===== src/rtl/ivs_frm_addr_gen.sv =====
// ivs_frm_addr_gen: emits one DMA line read request per cycle for a block-tiled frame.
// Optional overflow abort: define IVS_FRM_ADDR_GEN_OVF_CHK_EN (adds the addr_err port).
`timescale 1ns/1ps
module ivs_frm_addr_gen (
    input  logic        clk,
    input  logic        rst_n,
    input  logic        start,
    input  logic [31:0] frm_i_base,
    input  logic [15:0] frm_line_stride,
    input  logic [15:0] frm_width,
    input  logic [15:0] frm_height,
    input  logic [15:0] frm_x_steps,
    input  logic [15:0] frm_y_steps,
    input  logic [15:0] frm_x_stride,
    input  logic [15:0] frm_y_stride,
    input  logic        rd_req_rdy,
    output logic        rd_req_vld,
    output logic [31:0] rd_req_addr,
    output logic [15:0] rd_req_len,
    output logic        blk_done,
    output logic        frm_done,
    output logic        busy
`ifdef IVS_FRM_ADDR_GEN_OVF_CHK_EN
    ,
    output logic        addr_err
`endif
);

    typedef enum logic [1:0] {
        IDLE = 2'd0,
        REQ  = 2'd1,
        DONE = 2'd2
    } state_t;

`ifdef IVS_FRM_ADDR_GEN_OVF_CHK_EN
    localparam int SW = 33;
`else
    localparam int SW = 32;
`endif

    state_t        state;
    state_t        state_nx;
    logic [15:0]   cfg_line_stride;
    logic [15:0]   cfg_height;
    logic [15:0]   cfg_x_steps;
    logic [15:0]   cfg_y_steps;
    logic [15:0]   cfg_x_stride;
    logic [15:0]   cfg_y_stride;
    logic [15:0]   line_cnt;
    logic [15:0]   bx_cnt;
    logic [15:0]   by_cnt;
    logic [31:0]   row_base;
    logic [31:0]   blk_base;
    logic [SW-1:0] line_sum;
    logic [SW-1:0] blk_sum;
    logic [SW-1:0] row_sum;
    logic          acc;
    logic          last_line;
    logic          last_bx;
    logic          last_by;
    logic          zero_cfg;
    logic          go;
    logic          ovf;

    assign rd_req_vld = (state == REQ);
    assign busy       = (state != IDLE);
    assign acc        = rd_req_vld & rd_req_rdy;
    assign go         = (state == IDLE) & start;
    assign zero_cfg   = (frm_height == 16'd0) | (frm_x_steps == 16'd0)
                      | (frm_y_steps == 16'd0);

    // Compare against count-1 so a 0xFFFF limit never needs a 17-bit counter.
    assign last_line = (line_cnt == cfg_height - 16'd1);
    assign last_bx   = (bx_cnt == cfg_x_steps - 16'd1);
    assign last_by   = (by_cnt == cfg_y_steps - 16'd1);

    assign line_sum = SW'(rd_req_addr) + SW'(cfg_line_stride);
    assign blk_sum  = SW'(blk_base) + SW'(cfg_x_stride);
    assign row_sum  = SW'(row_base) + SW'(cfg_y_stride);

`ifdef IVS_FRM_ADDR_GEN_OVF_CHK_EN
    // Carry out of whichever accumulator update this handshake performs.
    always_comb begin
        ovf = 1'b0;
        if (acc) begin
            if (!last_line) ovf = line_sum[SW-1];
            else if (!last_bx) ovf = blk_sum[SW-1];
            else if (!last_by) ovf = row_sum[SW-1];
        end
    end
`else
    assign ovf = 1'b0;
`endif

    // State register.
    always_ff @(posedge clk or negedge rst_n) begin
        if (!rst_n) state <= IDLE;
        else        state <= state_nx;
    end

    // Next-state logic: frame end or overflow abort leads to a one-cycle DONE.
    always_comb begin
        state_nx = state;
        case (state)
            IDLE: if (start) state_nx = zero_cfg ? DONE : REQ;
            REQ: begin
                if (acc && ((last_line && last_bx && last_by) || ovf))
                    state_nx = DONE;
            end
            DONE:    state_nx = IDLE;
            default: state_nx = IDLE;
        endcase
    end

    // Config latch, counters, address accumulators and done pulses.
    always_ff @(posedge clk or negedge rst_n) begin
        if (!rst_n) begin
            cfg_line_stride <= '0;
            cfg_height      <= '0;
            cfg_x_steps     <= '0;
            cfg_y_steps     <= '0;
            cfg_x_stride    <= '0;
            cfg_y_stride    <= '0;
            rd_req_len      <= '0;
            rd_req_addr     <= '0;
            blk_base        <= '0;
            row_base        <= '0;
            line_cnt        <= '0;
            bx_cnt          <= '0;
            by_cnt          <= '0;
            blk_done        <= 1'b0;
            frm_done        <= 1'b0;
`ifdef IVS_FRM_ADDR_GEN_OVF_CHK_EN
            addr_err        <= 1'b0;
`endif
        end else begin
            blk_done <= acc & last_line;
            frm_done <= (go & zero_cfg) | ((state == REQ) & (state_nx == DONE));
            if (go) begin
                cfg_line_stride <= frm_line_stride;
                cfg_height      <= frm_height;
                cfg_x_steps     <= frm_x_steps;
                cfg_y_steps     <= frm_y_steps;
                cfg_x_stride    <= frm_x_stride;
                cfg_y_stride    <= frm_y_stride;
                rd_req_len      <= frm_width;
                rd_req_addr     <= frm_i_base;
                blk_base        <= frm_i_base;
                row_base        <= frm_i_base;
                line_cnt        <= '0;
                bx_cnt          <= '0;
                by_cnt          <= '0;
`ifdef IVS_FRM_ADDR_GEN_OVF_CHK_EN
                addr_err        <= 1'b0;
`endif
            end else if (acc && !ovf) begin
                if (!last_line) begin
                    line_cnt    <= line_cnt + 16'd1;
                    rd_req_addr <= line_sum[31:0];
                end else if (!last_bx) begin
                    line_cnt    <= '0;
                    bx_cnt      <= bx_cnt + 16'd1;
                    blk_base    <= blk_sum[31:0];
                    rd_req_addr <= blk_sum[31:0];
                end else if (!last_by) begin
                    line_cnt    <= '0;
                    bx_cnt      <= '0;
                    by_cnt      <= by_cnt + 16'd1;
                    row_base    <= row_sum[31:0];
                    blk_base    <= row_sum[31:0];
                    rd_req_addr <= row_sum[31:0];
                end
            end
`ifdef IVS_FRM_ADDR_GEN_OVF_CHK_EN
            if (ovf) addr_err <= 1'b1;
`endif
        end
    end

endmodule


===== config.mk =====
export PLATFORM = sky130hd
export DESIGN_NAME = ivs_frm_addr_gen
export DESIGN_NICKNAME = d
export VERILOG_FILES = /design/src/rtl/ivs_frm_addr_gen.sv
export SDC_FILE = /design/constraint.sdc
export NUM_CORES = 1
export LEC_CHECK = 0
export BUFFER_PORTS_ARGS = -buffer_cell sky130_fd_sc_hd__buf_2
export CORE_ASPECT_RATIO = 0.75
export CORE_UTILIZATION = 55
export DETAILED_ROUTE_END_ITERATION = 16
export PLACE_DENSITY_LB_ADDON = 0.1
export SYNTH_ARGS = -nofsm -noshare
export SYNTH_HDL_FRONTEND = slang
export SYNTH_SLANG_ARGS = --single-unit

===== constraint.sdc =====
create_clock -name clk -period 4.2 [get_ports clk]
set_input_delay 0.42 -clock clk [delete_from_list [all_inputs] [get_ports clk]]
set_output_delay 0.42 -clock clk [all_outputs]
set_load 0.02 [all_outputs]

== Word-level counts from Yosys, hierarchy flattened ==
Index checks and enable logic that the tools add are counted.
Word-level totals
  output and inout port bits: 52
  logic and storage cells: 85
  input bits: 148
  flip-flop bits (word level): 260
Cells by class
  mux-type cells: 30
  bitwise logic cells: 8
  equal/unequal tests: 8
  add/sub/neg operators: 9
  reduce and logical (&&, ||, !) cells: 14
Operator list (count)
  $mux W32: 12
  $mux W16: 14
  $add A32 B16 Y32: 3
  $add A16 B1 Y16 const B: 3
  $eq A16 B16 Y1: 3
  $logic_not A16 Y1: 3
  $sub A16 B1 Y16 const B: 3
  $reduce_bool A2 Y1: 4
  $mux W2: 3
  $and A1 B1 Y1: 5
  $ne A4 B3 Y1 const B: 1
  $pmux W2 S2: 1
  $reduce_and A4 Y1: 1
  $logic_and A1 B1 Y1: 3
  $ne A3 B2 Y1 const B: 1
  $or A1 B1 Y1: 3
  $reduce_and A3 Y1: 1
  $eq A2 B1 Y1 const B: 1
  $eq A2 B2 Y1 const B: 1
  $logic_not A2 Y1: 1
  $ne A2 B1 Y1 const B: 1
  $reduce_and A2 Y1: 1

== Logic depth before layout (Yosys ltp) ==
  depth in word-level cells: 10
  mapped depth: 14
  depth with buffers taken out: 12

== Worst setup path after synthesis ==
Ideal clock, no wire load.
  kind: reg-to-reg
  from: reg cfg_x_steps[0]
  to: reg rd_req_addr[26]
  clock period less this slack: 3.681 ns
  stages on the path, launching flop included: 14
  path buffers: 2
  setup time: 0.110 ns
  setup slack: 0.519 ns
  data required time: 4.090 ns
  data arrival time: 3.570 ns
  path through: dfrtp_1 -> inv_1 -> ha_1 -> or3b_2 -> clkbuf_1 -> nor3_1 -> xnor2_1 -> or3b_2 -> or4_1 -> nor2_1 -> buf_2 -> mux2i_1 -> nor2_1 -> o41ai_1
Between the ends
  word-level cells in the longest chain between the ends: 6
  elaborated cells on any way between the ends: 8
  classes of those cells: 1 x add/sub; 2 x eq/ne; 4 x mux; 1 x reduce/logical
Ends and longest elaborated chain
  start, declared: line 45  | logic [15:0] cfg_x_steps;
  start signal, assigned: line 142  | cfg_x_steps <= frm_x_steps;
  $sub A16 B1 Y16 (*): line 74  | assign last_bx = (bx_cnt == cfg_x_steps - 16'd1);
  $eq A16 B16 Y1 (*): line 74
  $mux W32: line 160  | end else if (!last_bx) begin
  $mux W32: line 157  | if (!last_line) begin
  $mux W32: line 156  | end else if (acc && !ovf) begin
  $mux W32: line 139  | if (go) begin
  end signal, assigned: line 147  | rd_req_addr <= frm_i_base;
  end signal, assigned: line 159  | rd_req_addr <= line_sum[31:0];
  end signal, assigned: line 164  | rd_req_addr <= blk_sum[31:0];
  end, declared: line 18  | output logic [31:0] rd_req_addr,
Every way passes the cells marked *; elsewhere a longest branch is shown, timed or not. The select of a mux whose other input is x is not followed.
A chain may end at the register's enable or synchronous reset.

== Final worst setup path ==
  from: reg cfg_y_steps[0]
  to: reg rd_req_addr[31]
Between the ends
  word-level cells in the longest chain between the ends: 4
Ends and longest elaborated chain
  start, declared: line 46  | logic [15:0] cfg_y_steps;
  start signal, assigned: line 143  | cfg_y_steps <= frm_y_steps;
  $sub A16 B1 Y16: line 75  | assign last_by = (by_cnt == cfg_y_steps - 16'd1);
  $eq A16 B16 Y1: line 75
  $ne A4 B3 Y1 (no source line)
  $reduce_and A2 Y1 (no source line)
Every way passes these cells.

==> flow_summary_export.csv <==
group,metric,value,unit
sta,period_needed,3940,ps
sta,setup_slack,256,ps
synthesis,avgSynthCellArea,8.36,sq um
synthesis,synth_warnings,0,
sta,fmax,0.254,GHz
critical_path,critPathMaxFanout,34,
sta,worstMarginPinSlew,826,ps
routing,wl_per_cell,19.7,um
floorplan,num_rows,55,
sta,fin_crit_sh,93.9,%
clock_tree,clk_latency,570,ps
grt,grt_pass1_wl,82600,um
clock_tree,postCtsSetupBuffers,0,
worst_hold_path,hold_class,"in2reg",
clock_tree,clock_sinks,260,
clock_tree,clockBufferDepth,3,
finish,area_growth,15.3,%
routing,drt_iter0_drc,1355,
critical_path,max_stage_delay,610,ps
sta,rsz0062_at_grt,"false",
grt,grt_usage,33.0,%
critical_path,crit_chain,"inv_1, ha_2, or4b_2, or4_1, a2111oi_4, nand4b_1, a211oi_2, buf_4, nand3_2, o21ai_4, buf_4, or4_1, nand3_1",
critical_path,path_delay_family,"simple AND/OR/NAND/NOR gates",
finish,nNetsFinal,2409,
finish,top_regs,"blk_base: 32 flops, rd_req_addr: 32 flops, row_base: 32 flops",
sta,skew,15.8,ps
floorplan,fp.dieH,154,um
floorplan,die-width,204,um
routing,firstDrtPassIters,5,
routing,routed_wl,51600,um
critical_path,cp.required,4620,ps
finish,multi_input_area,9830,sq um
finish,fillers,2663,
synthesis,yosysUniqueCellTypes,83,
placement,place_ws,243,ps
routing,ant_nets,0,
critical_path,critPathCaptureType,"register",
sta,setup_tns,0,ps
floorplan,start_util,55.9,%
synthesis,synth-async-reset-ratio,100,%
synthesis,syn_area,16900,sq um
clock_tree,htree_levels,1,
placement,io_buffers,199,
finish,num_antenna_cells,0,
floorplan,ios,200,
power_and_ir_drop,leakagePower,8.93,nW
routing,remaining_drc_errors,0,
critical_path,cp_slowest_cell,"or4b_2",
run_status,status,"completed",
grt,grt_overflow,0,
clock_tree,cts_root_buffer,"clkbuf_16",
placement,place_inst,2571,
finish,register_area,6510,sq um
synthesis,yosys.area.top_type,"dfrtp_1",
synthesis,syn_inst,2016,
critical_path,worst_setup_path_start_kind,"register",
critical_path,crit_type,"reg2reg",
sta,timing.slew.headroom,44.9,%
synthesis,synthesis.nets,2221,
critical_path,arrival,4360,ps
synthesis,synth-edff-count,0,
finish,drive_gt1_share,15.0,%
power_and_ir_drop,power_density,632,nW/um^2
synthesis,synth_seq_cells,260,
power_and_ir_drop,finalPower,12.3,mW
synthesis,synth.most_common_cell,"nand2_1",
grt,antenna_found_initial,0,
floorplan,coreArea,30100,sq um
grt,grt_max_degree,139,
sta,slew_viol_final,0,
sta,hold_viol_final,0,
synthesis,synth_common_cells,"nand2_1 (430), dfrtp_1 (260), o21ai_0 (140)",
critical_path,ff2ff_setup_slack,260,ps
sta,setup_viol,0,
synthesis,synth_flop_cell,"dfrtp_1",
routing,viasPerCell,6.13,
job,drv_cap,0,
finish,instances_no_fill,2623,
synthesis,synth_area_leaders,"dfrtp_1 (39%), nand2_1 (9.6%), xnor2_1 (4.3%)",
power_and_ir_drop,ir_drop,0.388,mV
clock_tree,clk_pin_slew,70,ps
clock_tree,tritoncts,"built",
floorplan,dieArea,31400,sq um
placement,hpwl,37700,um
synthesis,seq_area_frac_synth,38.6,%
placement,gp_congestion,0.931,
grt,grt_pass1_vias,15500,
synthesis,netlist.area_leader.share,38.6,%
routing,num_vias,16100,
critical_path,crit_buf_inv,3,
clock_tree,cts_buffers,29,
## cell type report
cell class | count | share of cell area, %
multi-input cells | 1612 | 50.6
flip-flops and latches | 260 | 33.5
repair buffers | 250 | 7.61
clock buffers | 39 | 4.34
well taps | 399 | 2.57
inverters | 51 | 0.985
clock inverters | 12 | 0.489
## cell families after synthesis
family / count (synthesis) / synth area share (%)
buffers and inverters: 144 / 3.35
adders and majority gates: 57 / 4.36
muxes: 45 / 2.71
and+or+nand+nor: 883 / 24.9
DFF: 260 / 38.6
xor gates and xnor gates: 148 / 7.69
AOI/OAI and AO/OA: 479 / 18.4
## layer usage
metal  vias to the layer above  GRT usage, %  wire (um)
met1                      7740          47.1      23200
met5                         -             0          0
met4                         0          14.0       2290
met2                       600          50.1      22700
li1                       7597             -          -
met3                       135          4.60       3410
## through the flow
step                      utilization (%)  hold WS [ps]  cell area (sq um)
final                                64.5          42.2              19400
after global routing                 64.5          33.5              19400
after CTS                            64.5          21.6              19400
after detailed placement             61.3           457              18500
after global placement               61.3           452              18500
after floorplan                         -           124              16900
## worst register-to-register path: stages, from the launching register on
cell,delay (ps)
dfrtp_1,420
inv_1,90
ha_2,240
or4b_2,610
or4_1,480
a2111oi_4,400
nand4b_1,160
a211oi_2,210
buf_4,200
nand3_2,180
o21ai_4,210
buf_4,340
or4_1,180
nand3_1,70
## power by group
part           switching, mW  leakage [nW]  internal, mW  total, mW
Clock                   1.09         0.471          1.46       2.55
Sequential             0.867          3.24          3.25       4.12
Combinational           3.32          5.22          2.30       5.62
## timing repair
item,4_1_cts,5_1_grt
endpoints found under the setup margin,0,26
resized for setup,0,2
hold buffers,1,0
hold endpoints to repair,94,0
## worst paths after layout
path,start,endpoint,cells past startpoint
max in group asynchronous,rst_n,cfg_y_stride[3]$_DFFE_PN0P_,3
min in group asynchronous,rst_n,cfg_y_steps[7]$_DFFE_PN0P_,2
hold reg to reg,rd_req_len[1]$_DFFE_PN0P_,rd_req_len[1]$_DFFE_PN0P_,2
setup reg to reg,cfg_y_steps[0]$_DFFE_PN0P_,rd_req_addr[31]$_DFFE_PN0P_,13
hold / removal,frm_line_stride[14],cfg_line_stride[14]$_DFFE_PN0P_,3
setup / recovery,cfg_y_steps[0]$_DFFE_PN0P_,rd_req_addr[31]$_DFFE_PN0P_,13
## cells in the final DEF, fill, tap and decap left out, types with 43 or more instances in the layout
cell type and count:
o21ai_0 140, buf_4 43, dfrtp_1 260, xnor2_1 82, a21oi_1 98, nand3_1 55
nor2_1 107, xor2_1 66, ha_1 53, inv_1 51, nand2_1 429, and3_1 53
buf_2 198
Note: power is estimated with default switching activity, not from simulation.
